## src/rtl/miner_nonce_scheduler.sv

```systemverilog
// Nonce scheduler: hands out one nonce per cycle to the lowest idle miner core and
// collects finish/hit results, reporting the first golden nonce or range exhaustion.
module miner_nonce_scheduler #(
  parameter int unsigned NUM_CORES  = 4,
  parameter int unsigned CORE_IDX_W = $clog2(NUM_CORES)
) (
  input  logic                  clk,
  input  logic                  n_rst,
  input  logic                  start,
  input  logic                  abort,
  input  logic [31:0]           nonce_start,
  input  logic [31:0]           nonce_end,
  input  logic [NUM_CORES-1:0]  core_finished,
  input  logic [NUM_CORES-1:0]  core_hit,
  output logic [NUM_CORES-1:0]  core_start,
  output logic [31:0]           core_nonce,
  output logic                  busy,
  output logic                  done,
  output logic                  found,
  output logic [31:0]           golden_nonce,
  output logic [CORE_IDX_W-1:0] golden_core,
  output logic [31:0]           nonces_issued
);

  typedef enum logic [1:0] {StIdle, StRun, StDrain, StDone} state_e;

  state_e                  state_q, state_d;
  logic [NUM_CORES-1:0]    core_busy_q, core_busy_d;
  logic [NUM_CORES-1:0]    core_start_q, core_start_d;
  logic [31:0]             core_nonce_q, core_nonce_d;
  logic                    busy_q, busy_d;
  logic                    done_q, done_d;
  logic                    found_q, found_d;
  logic [31:0]             golden_nonce_q, golden_nonce_d;
  logic [CORE_IDX_W-1:0]   golden_core_q, golden_core_d;
  logic [31:0]             nonces_issued_q, nonces_issued_d;
  logic [31:0]             next_nonce_q, next_nonce_d;
  logic [31:0]             end_q, end_d;
  logic                    exhausted_q, exhausted_d;
  logic [31:0]             inflight_q [NUM_CORES];
  logic [31:0]             inflight_d [NUM_CORES];

  logic [NUM_CORES-1:0]    fin_valid, hit_vec, busy_after_fin, disp_vec;
  logic                    free_any, hit_any, hit_take, dispatch;
  logic [CORE_IDX_W-1:0]   free_idx, hit_idx;

  // Finishes only count for cores we actually dispatched to.
  assign fin_valid      = core_finished & core_busy_q;
  assign hit_vec        = fin_valid & core_hit;
  assign busy_after_fin = core_busy_q & ~fin_valid;

  always_comb begin
    free_any = 1'b0;
    free_idx = '0;
    disp_vec = '0;
    hit_any  = 1'b0;
    hit_idx  = '0;
    for (int i = 0; i < NUM_CORES; i++) begin
      if (!free_any && !core_busy_q[i]) begin
        free_any    = 1'b1;
        free_idx    = CORE_IDX_W'(i);
        disp_vec[i] = 1'b1;
      end
      if (!hit_any && hit_vec[i]) begin
        hit_any = 1'b1;
        hit_idx = CORE_IDX_W'(i);
      end
    end
  end

  assign hit_take = (state_q == StRun) && !found_q && hit_any;
  // A hit or abort closes dispatch in the same cycle it is seen.
  assign dispatch = (state_q == StRun) && !exhausted_q && free_any && !hit_take && !abort;

  always_ff @(posedge clk or negedge n_rst) begin
    if (!n_rst) state_q <= StIdle;
    else        state_q <= state_d;
  end

  always_comb begin
    state_d = state_q;
    unique case (state_q)
      StIdle:  if (start) state_d = StRun;
      StRun: begin
        if (hit_take || abort)                      state_d = StDrain;
        else if (exhausted_q && busy_after_fin == '0) state_d = StDone;
      end
      StDrain: if (busy_after_fin == '0) state_d = StDone;
      StDone:  state_d = StIdle;
      default: state_d = StIdle;
    endcase
  end

  always_comb begin
    core_busy_d     = core_busy_q;
    core_start_d    = '0;
    core_nonce_d    = core_nonce_q;
    done_d          = 1'b0;
    found_d         = found_q;
    golden_nonce_d  = golden_nonce_q;
    golden_core_d   = golden_core_q;
    nonces_issued_d = nonces_issued_q;
    next_nonce_d    = next_nonce_q;
    end_d           = end_q;
    exhausted_d     = exhausted_q;
    inflight_d      = inflight_q;
    busy_d          = (state_d != StIdle);

    if (state_q == StIdle && start) begin
      next_nonce_d    = nonce_start;
      end_d           = nonce_end;
      exhausted_d     = 1'b0;
      found_d         = 1'b0;
      golden_nonce_d  = '0;
      golden_core_d   = '0;
      nonces_issued_d = '0;
      core_busy_d     = '0;
    end
    if (state_q == StRun || state_q == StDrain) begin
      core_busy_d = busy_after_fin;
    end
    if (dispatch) begin
      core_start_d         = disp_vec;
      core_nonce_d         = next_nonce_q;
      inflight_d[free_idx] = next_nonce_q;
      core_busy_d          = busy_after_fin | disp_vec;
      next_nonce_d         = next_nonce_q + 32'd1;
      nonces_issued_d      = nonces_issued_q + 32'd1;
      if (next_nonce_q == end_q) exhausted_d = 1'b1;
    end
    if (hit_take) begin
      found_d        = 1'b1;
      golden_nonce_d = inflight_q[hit_idx];
      golden_core_d  = hit_idx;
    end
    if (state_q == StDone) done_d = 1'b1;
  end

  always_ff @(posedge clk or negedge n_rst) begin
    if (!n_rst) begin
      core_busy_q     <= '0;
      core_start_q    <= '0;
      core_nonce_q    <= '0;
      busy_q          <= 1'b0;
      done_q          <= 1'b0;
      found_q         <= 1'b0;
      golden_nonce_q  <= '0;
      golden_core_q   <= '0;
      nonces_issued_q <= '0;
      next_nonce_q    <= '0;
      end_q           <= '0;
      exhausted_q     <= 1'b0;
      for (int i = 0; i < NUM_CORES; i++) inflight_q[i] <= '0;
    end else begin
      core_busy_q     <= core_busy_d;
      core_start_q    <= core_start_d;
      core_nonce_q    <= core_nonce_d;
      busy_q          <= busy_d;
      done_q          <= done_d;
      found_q         <= found_d;
      golden_nonce_q  <= golden_nonce_d;
      golden_core_q   <= golden_core_d;
      nonces_issued_q <= nonces_issued_d;
      next_nonce_q    <= next_nonce_d;
      end_q           <= end_d;
      exhausted_q     <= exhausted_d;
      inflight_q      <= inflight_d;
    end
  end

  assign core_start    = core_start_q;
  assign core_nonce    = core_nonce_q;
  assign busy          = busy_q;
  assign done          = done_q;
  assign found         = found_q;
  assign golden_nonce  = golden_nonce_q;
  assign golden_core   = golden_core_q;
  assign nonces_issued = nonces_issued_q;

endmodule

```

## config.mk

```make
export PLATFORM = sky130hd
export DESIGN_NAME = miner_nonce_scheduler
export DESIGN_NICKNAME = d
export VERILOG_FILES = /design/src/rtl/miner_nonce_scheduler.sv
export SDC_FILE = /design/constraint.sdc
export NUM_CORES = 1
export LEC_CHECK = 0
export ABC_CLOCK_PERIOD_IN_PS = 2500
export CORE_MARGIN = 2
export CORE_UTILIZATION = 40
export CTS_CLUSTER_DIAMETER = 150
export DETAILED_ROUTE_END_ITERATION = 8
export PLACE_DENSITY = 0.67
export SLEW_MARGIN = 20
export SYNTH_ARGS = -nofsm -noshare
export SYNTH_HDL_FRONTEND = slang
export SYNTH_SLANG_ARGS = --single-unit
```

## constraint.sdc

```tcl
create_clock -name clk -period 2.5 [get_ports clk]
set_input_delay 0.5 -clock clk [delete_from_list [all_inputs] [get_ports clk]]
set_output_delay 0.5 -clock clk [all_outputs]
set_load 0.05 [all_outputs]
```

==> impl_metrics.csv, run 1 <==
group,metric,value,unit
sta,slew_headroom,0.603,
grt,grt_antenna_before_repair,4,
floorplan,pin_count,181,
critical_path,path_class,"reg2out",
logic_synthesis,synth.most_common_cell,"dfrtp_1",
sta,skew,0.0117,ns
critical_path,critPathBufInv,1,
grt,grt_overflow_total,0,
clock_tree,clock_path_buffers,3,
logic_synthesis,ys_types,68,
route,wirelength,42900,um
logic_synthesis,ys_ff_latch,304,
logic_synthesis,synth-warning-count,0,
min_path,hold_path.startpoint,"core_nonce[0]",
floorplan,start_util,0.406,
final_layout,area_growth,29.7,%
floorplan,die_w,191,um
floorplan,coreArea,34500,um^2
final_layout,finalNonFillerCells,1945,
logic_synthesis,async_flop_share,1.00,
logic_synthesis,netlist_top_cells_count,"dfrtp_1 (304), nand2_1 (203), mux2_2 (161)",
sta,hold_viol,0,
final_layout,drive_gt1_frac,0.239,
logic_synthesis,synth_edf_count,0,
logic_synthesis,yosysTopAreaCell,"dfrtp_1",
clock_tree,cts_tree,"yes",
power_and_ir_drop,p_leak,7.79,nW
clock_tree,cts_buffers,31,
logic_synthesis,yosysTopAreaCellShare,0.544,
critical_path,reg2reg_to,"inflight_q[64]",
grt,grt_pass1_wl,66500,um
clock_tree,clk_pin_slew,0.06,ns
clock_tree,clock_sinks,304,
clock_tree,root_buffer,"clkbuf_16",
route,avgRoutedWirePerCell,22.1,um
critical_path,crit_required,2.00,ns
route,dr.pass1.iters,7,
logic_synthesis,syn_inst,1245,
floorplan,rows,68,
critical_path,path_max_fanout,8,
floorplan,dieArea,36500,um^2
final_layout,utilization,0.527,
logic_synthesis,syn_nets,1328,
critical_path,crit_path_top_delay_cell,"clkdlybuf4s50_1",
sta,drv_slew,0,
route,dr_total_vias,11000,
critical_path,end_kind,"output pin",
grt,grt_max_degree,77,
min_path,hold_path_class,"reg2reg",
floorplan,die-height,191,um
critical_path,cp_top_family,"buffers and inverters",
place,gp_congestion,0.875,
logic_synthesis,avgSynthCellArea,11.2,um^2
place,place_inst,1881,
logic_synthesis,seq_area_frac_synth,0.544,
critical_path,crit_chain,"clkdlybuf4s50_1",
critical_path,slowest_delay,0.90,ns
critical_path,arrival,1.95,ns
grt,grt_pass1_vias,11100,
clock_tree,htree_levels,1,
final_layout,fin_nets,1546,
route,drc,0,
grt,grtUsageTotal,0.237,
logic_synthesis,netlist_area,14000,um^2
sta,period_share,0.981,
critical_path,r2r_setup_slack,0.10,ns
place,dp_hpwl,29800,um
critical_path,rr_worst_depth,8,
min_path,worst_hold_path.num_cells,2,
route,ant_nets,0,
place,numPortBuffers,180,
critical_path,rr_startpoint,"state_q[0]",
sta,min_period,2.45,ns
clock_tree,clock_latency,0.56,ns
power_and_ir_drop,peakVddDrop,0.000775,V
route,drt_iter0_markers,720,
critical_path,worstSetupStartpointType,"flip-flop",
sta,max_freq,408,MHz
sta,tightest_slew,0.595,ns
min_path,whs_endpoint,"core_nonce[0]",
route,vias_per_cell,5.65,
logic_synthesis,synth_area_leaders,"dfrtp_1 (54%), mux2_2 (13%), nand2_1 (5.4%), nand3_1 (2.6%), a32oi_1 (2.1%)",
power_and_ir_drop,p_per_area,1190,nW/um^2
run_status,status,"finished, final reports clean",
job,maxCapViolCount,0,
sta,setup-violations-final,0,
logic_synthesis,synth_top_flop_cell,"dfrtp_1",
[report_power, final]
| group | internal, W | leakage, nW | switching [W] |
|---|---|---|---|
| registers | 0.00658 | 3.88 | 0.00130 |
| logic | 0.00352 | 3.36 | 0.00505 |
| clock network | 0.00313 | 0.554 | 0.00198 |
| total | 0.0132 | 7.79 | 0.00833 |
[state kept, by name, summed over array words and instances (netlist names)]
register / cells
done: 1
state_q: 2
next_nonce_q: 32
found: 1
core_start: 4
inflight_q: 128
core_busy_q: 4
golden_nonce: 32
nonces_issued: 32
golden_core: 2
core_nonce: 32
end_q: 32
exhausted_q: 1
busy: 1
[logic make-up after synthesis]
kind of cell / share of synthesized area
compound gates: 0.110
flops: 0.544
mux: 0.139
buf+inv: 0.0401
xor+xnor: 0.0200
fa+ha+maj: 0.00626
simple gates: 0.141
[metrics by stage]
| stage | hold slack [ns] | power (W) | TNS, ns | cell area (um^2) | setup slack, ns |
|---|---|---|---|---|---|
| 2_1_floorplan | 0.204 | 0.0130 | 0 | 14000 | 0.135 |
| 3_3_place_gp | 0.463 | 0.0162 | -11.04 | 16900 | -0.138 |
| 3_5_place_dp | 0.462 | 0.0164 | -17.57 | 16900 | -0.169 |
| 4_1_cts | 0.478 | 0.0216 | 0 | 18100 | 0.00495 |
| 5_1_grt | 0.496 | 0.0227 | -0.0392 | 18100 | -0.0186 |
| 6_report | 0.474 | 0.0216 | 0 | 18100 | 0.0463 |
[cells in the final DEF, fill, tap and decap left out, types with 6 or more instances in the layout]
cell,count
o211ai_1,15
o21ai_0,29
or3_1,6
nand3_1,72
bufinv_16,6
nor2_1,28
a31oi_1,10
xnor2_1,32
o2bb2ai_1,6
clkdlybuf4s50_1,178
ha_1,6
o221ai_1,32
clkbuf_16,31
nor3_1,9
o31ai_1,8
mux2i_1,13
buf_12,19
mux2_2,161
inv_1,17
a32oi_1,34
nand2_1,203
clkbuf_8,8
nand4_1,25
buf_4,85
and3_1,11
a21oi_1,21
and4_1,8
dfrtp_1,304
[timing repair]
action,4_1_cts,5_1_grt
hold buffers,1,0
setup buffers,1,1
endpoints found under the setup margin,12,97
hold endpoints to repair,60,0
pin swaps,0,1
cloned,1,0
resized for setup,2,3
[area by class of cell]
type	count	area [um^2]
clock buffers	43	901
diodes	2	5.00
inverters	18	67.6
fillers	3000	16300
flip-flops and latches	304	7610
clock inverters	15	240
well taps	455	569
multi-input cells	822	5880
repair buffers	286	2870
[worst max path at each step]
stage                                 from                to  cells after the start
after floorplan                 state_q[1]    inflight_q[35]                      8
after global placement               abort  next_nonce_q[26]                      9
after detailed placement             abort    inflight_q[64]                      7
after CTS                       state_q[1]    inflight_q[95]                      9
after global routing            state_q[0]  next_nonce_q[28]                      9
final                     nonces_issued[3]  nonces_issued[3]                      1
[metal layers]
layer / GRT usage / up-vias / wire length (um)
met3: 0.0415 / 66 / 2970
met5: 0 / - / 30
met1: 0.322 / 5542 / 18400
met4: 0.0730 / 4 / 1260
li1: - / 4953 / -
met2: 0.385 / 422 / 20200
(Power assumes the default switching activity.)
==> inputs of run 2 (changes only) <==
--- a/config.mk
+++ b/config.mk
@@ -10,7 +10,7 @@
 export CORE_UTILIZATION = 40
 export CTS_CLUSTER_DIAMETER = 150
 export DETAILED_ROUTE_END_ITERATION = 8
-export PLACE_DENSITY = 0.67
+export PLACE_DENSITY = 0.7
 export SLEW_MARGIN = 20
 export SYNTH_ARGS = -nofsm -noshare
 export SYNTH_HDL_FRONTEND = slang
==> impl_metrics.csv, run 2 (synthesis gave the netlist of run 1 again) <==
group,metric,value,unit
run_status,status,"finished, final reports clean",
grt,grtUsageTotal,0.232,
floorplan,coreArea,34500,um^2
sta,skew,0.0177,ns
place,dp_hpwl,29200,um
route,dr.pass1.iters,5,
grt,grt_antenna_before_repair,2,
floorplan,rows,68,
place,place_ws,-0.224,ns
critical_path,crit_required,2.90,ns
final_layout,drive_gt1_frac,0.240,
grt,grt_max_degree,69,
clock_tree,cts_buffers,34,
power_and_ir_drop,p_per_area,1180,nW/um^2
grt,grt_pass1_wl,65200,um
clock_tree,root_buffer,"clkbuf_16",
route,avgRoutedWirePerCell,21.7,um
final_layout,area_growth,29.9,%
route,wl_met3,2970,um
sta,setup_tns,0,ns
sta,period_share,0.979,
sta,tightest_slew,0.567,ns
sta,slew_headroom,0.619,
critical_path,arrival,2.85,ns
critical_path,rr_worst_depth,9,
route,wl_met1,18500,um
route,drt_iter0_markers,896,
clock_tree,clock_sinks,304,
power_and_ir_drop,p_leak,7.79,nW
min_path,hold_path_class,"reg2reg",
clock_tree,clock_latency,0.52,ns
clock_tree,htree_levels,2,
sta,hold_viol,0,
critical_path,path_max_fanout,17,
place,numPortBuffers,180,
final_layout,utilization,0.527,
critical_path,worstSetupStartpointType,"flip-flop",
sta,max_freq,409,MHz
sta,setup-violations-final,0,
power_and_ir_drop,peakVddDrop,0.000956,V
sta,drv_slew,0,
final_layout,largest_reg_flops,128,
floorplan,die_w,191,um
place,gp_congestion,0.873,
job,maxCapViolCount,0,
clock_tree,clock_path_buffers,3,
floorplan,pin_count,181,
route,wl_met2,19600,um
critical_path,path_class,"reg2reg",
critical_path,end_kind,"flip-flop",
clock_tree,clk_pin_slew,0.06,ns
power_and_ir_drop,finalPower,0.0214,W
route,drc,0,
grt,grt_overflow_total,0,
floorplan,die-height,191,um
floorplan,dieArea,36500,um^2
route,wirelength,42300,um
clock_tree,cts_tree,"yes",
sta,fin_ws,0.0529,ns
floorplan,start_util,0.406,
route,vias_per_cell,5.67,
route,ant_nets,0,
min_path,worst_hold_path.num_cells,2,
sta,min_period,2.45,ns
final_layout,layout_common_cells,"dfrtp_1 (304), nand2_1 (203), clkdlybuf4s50_1 (179)",
final_layout,top_register,"inflight_q",
final_layout,final_common_cell,"dfrtp_1",
route,dr_total_vias,11100,
route,top_layer,"met5",
grt,grt_pass1_vias,11200,
final_layout,fin_nets,1557,
run 2: cell types whose count changed in the layout (fill, tap and decap cells not counted), moves of 2 or more:
cell	delta
clkbuf_1	+3
clkinv_8	+2
clkbuf_16	+5
bufinv_16	-4
clkinvlp_4	-3
buf_6	+7
run 2: where the power goes:
part | switching (W) | total, W | internal, W
logic | 0.00508 | 0.00858 | 0.00350
registers | 0.00127 | 0.00786 | 0.00659
clock network | 0.00196 | 0.00494 | 0.00298
run 2: final timing paths:
check | start | endpoint | slack [ns]
min reg2reg | core_nonce[12] | core_nonce[12] | 0.48
min | core_nonce[12] | core_nonce[12] | 0.48
max in group asynchronous | n_rst | next_nonce_q[9] | 1.18
max | state_q[1] | inflight_q[12] | 0.05
min in group asynchronous | n_rst | end_q[13] | 0.56
max reg2reg | state_q[1] | inflight_q[12] | 0.05
run 2: area by class of cell:
cell class / instances / area (um^2)
inverter: 18 / 67.6
multi-input combinational: 822 / 5880
clock buffer: 49 / 998
sequential: 304 / 7610
antenna: 1 / 2.50
clock inverter: 7 / 108
tap: 455 / 569
timing repair buffer: 294 / 2940
fill: 2989 / 16300
run 2: what timing repair did:
item | CTS | global route
gates cloned | 0 | 2
setup endpoints to repair | 21 | 165
hold buffers | 1 | 0
gates resized for setup | 2 | 14
hold endpoints to repair | 53 | 0
buffers inserted | 0 | 2
pin swaps | 0 | 2
run 2: critical path, cell delays in order (launching register included):
cell,delay [ns]
dfrtp_1,0.41
inv_2,0.10
ha_2,0.20
or3b_4,0.42
nor2_4,0.13
nand2_4,0.11
nor4_4,0.27
buf_6,0.17
buf_12,0.18
mux2_2,0.35
run 2: per-layer routing:
layer | track usage | vias up
met5 | 0 | -
met4 | 0.0802 | 2
met3 | 0.0395 | 75
met2 | 0.364 | 442
met1 | 0.325 | 5568
li1 | - | 4972
run 2: per-stage QoR:
stage	instances	cell area, um^2	hold slack (ns)
finish	1950	18200	0.477
global route	1950	18200	0.502
CTS	1945	18100	0.481
detailed placement	1888	17000	0.467
global placement	1888	17000	0.464
floorplan	1245	14000	0.204
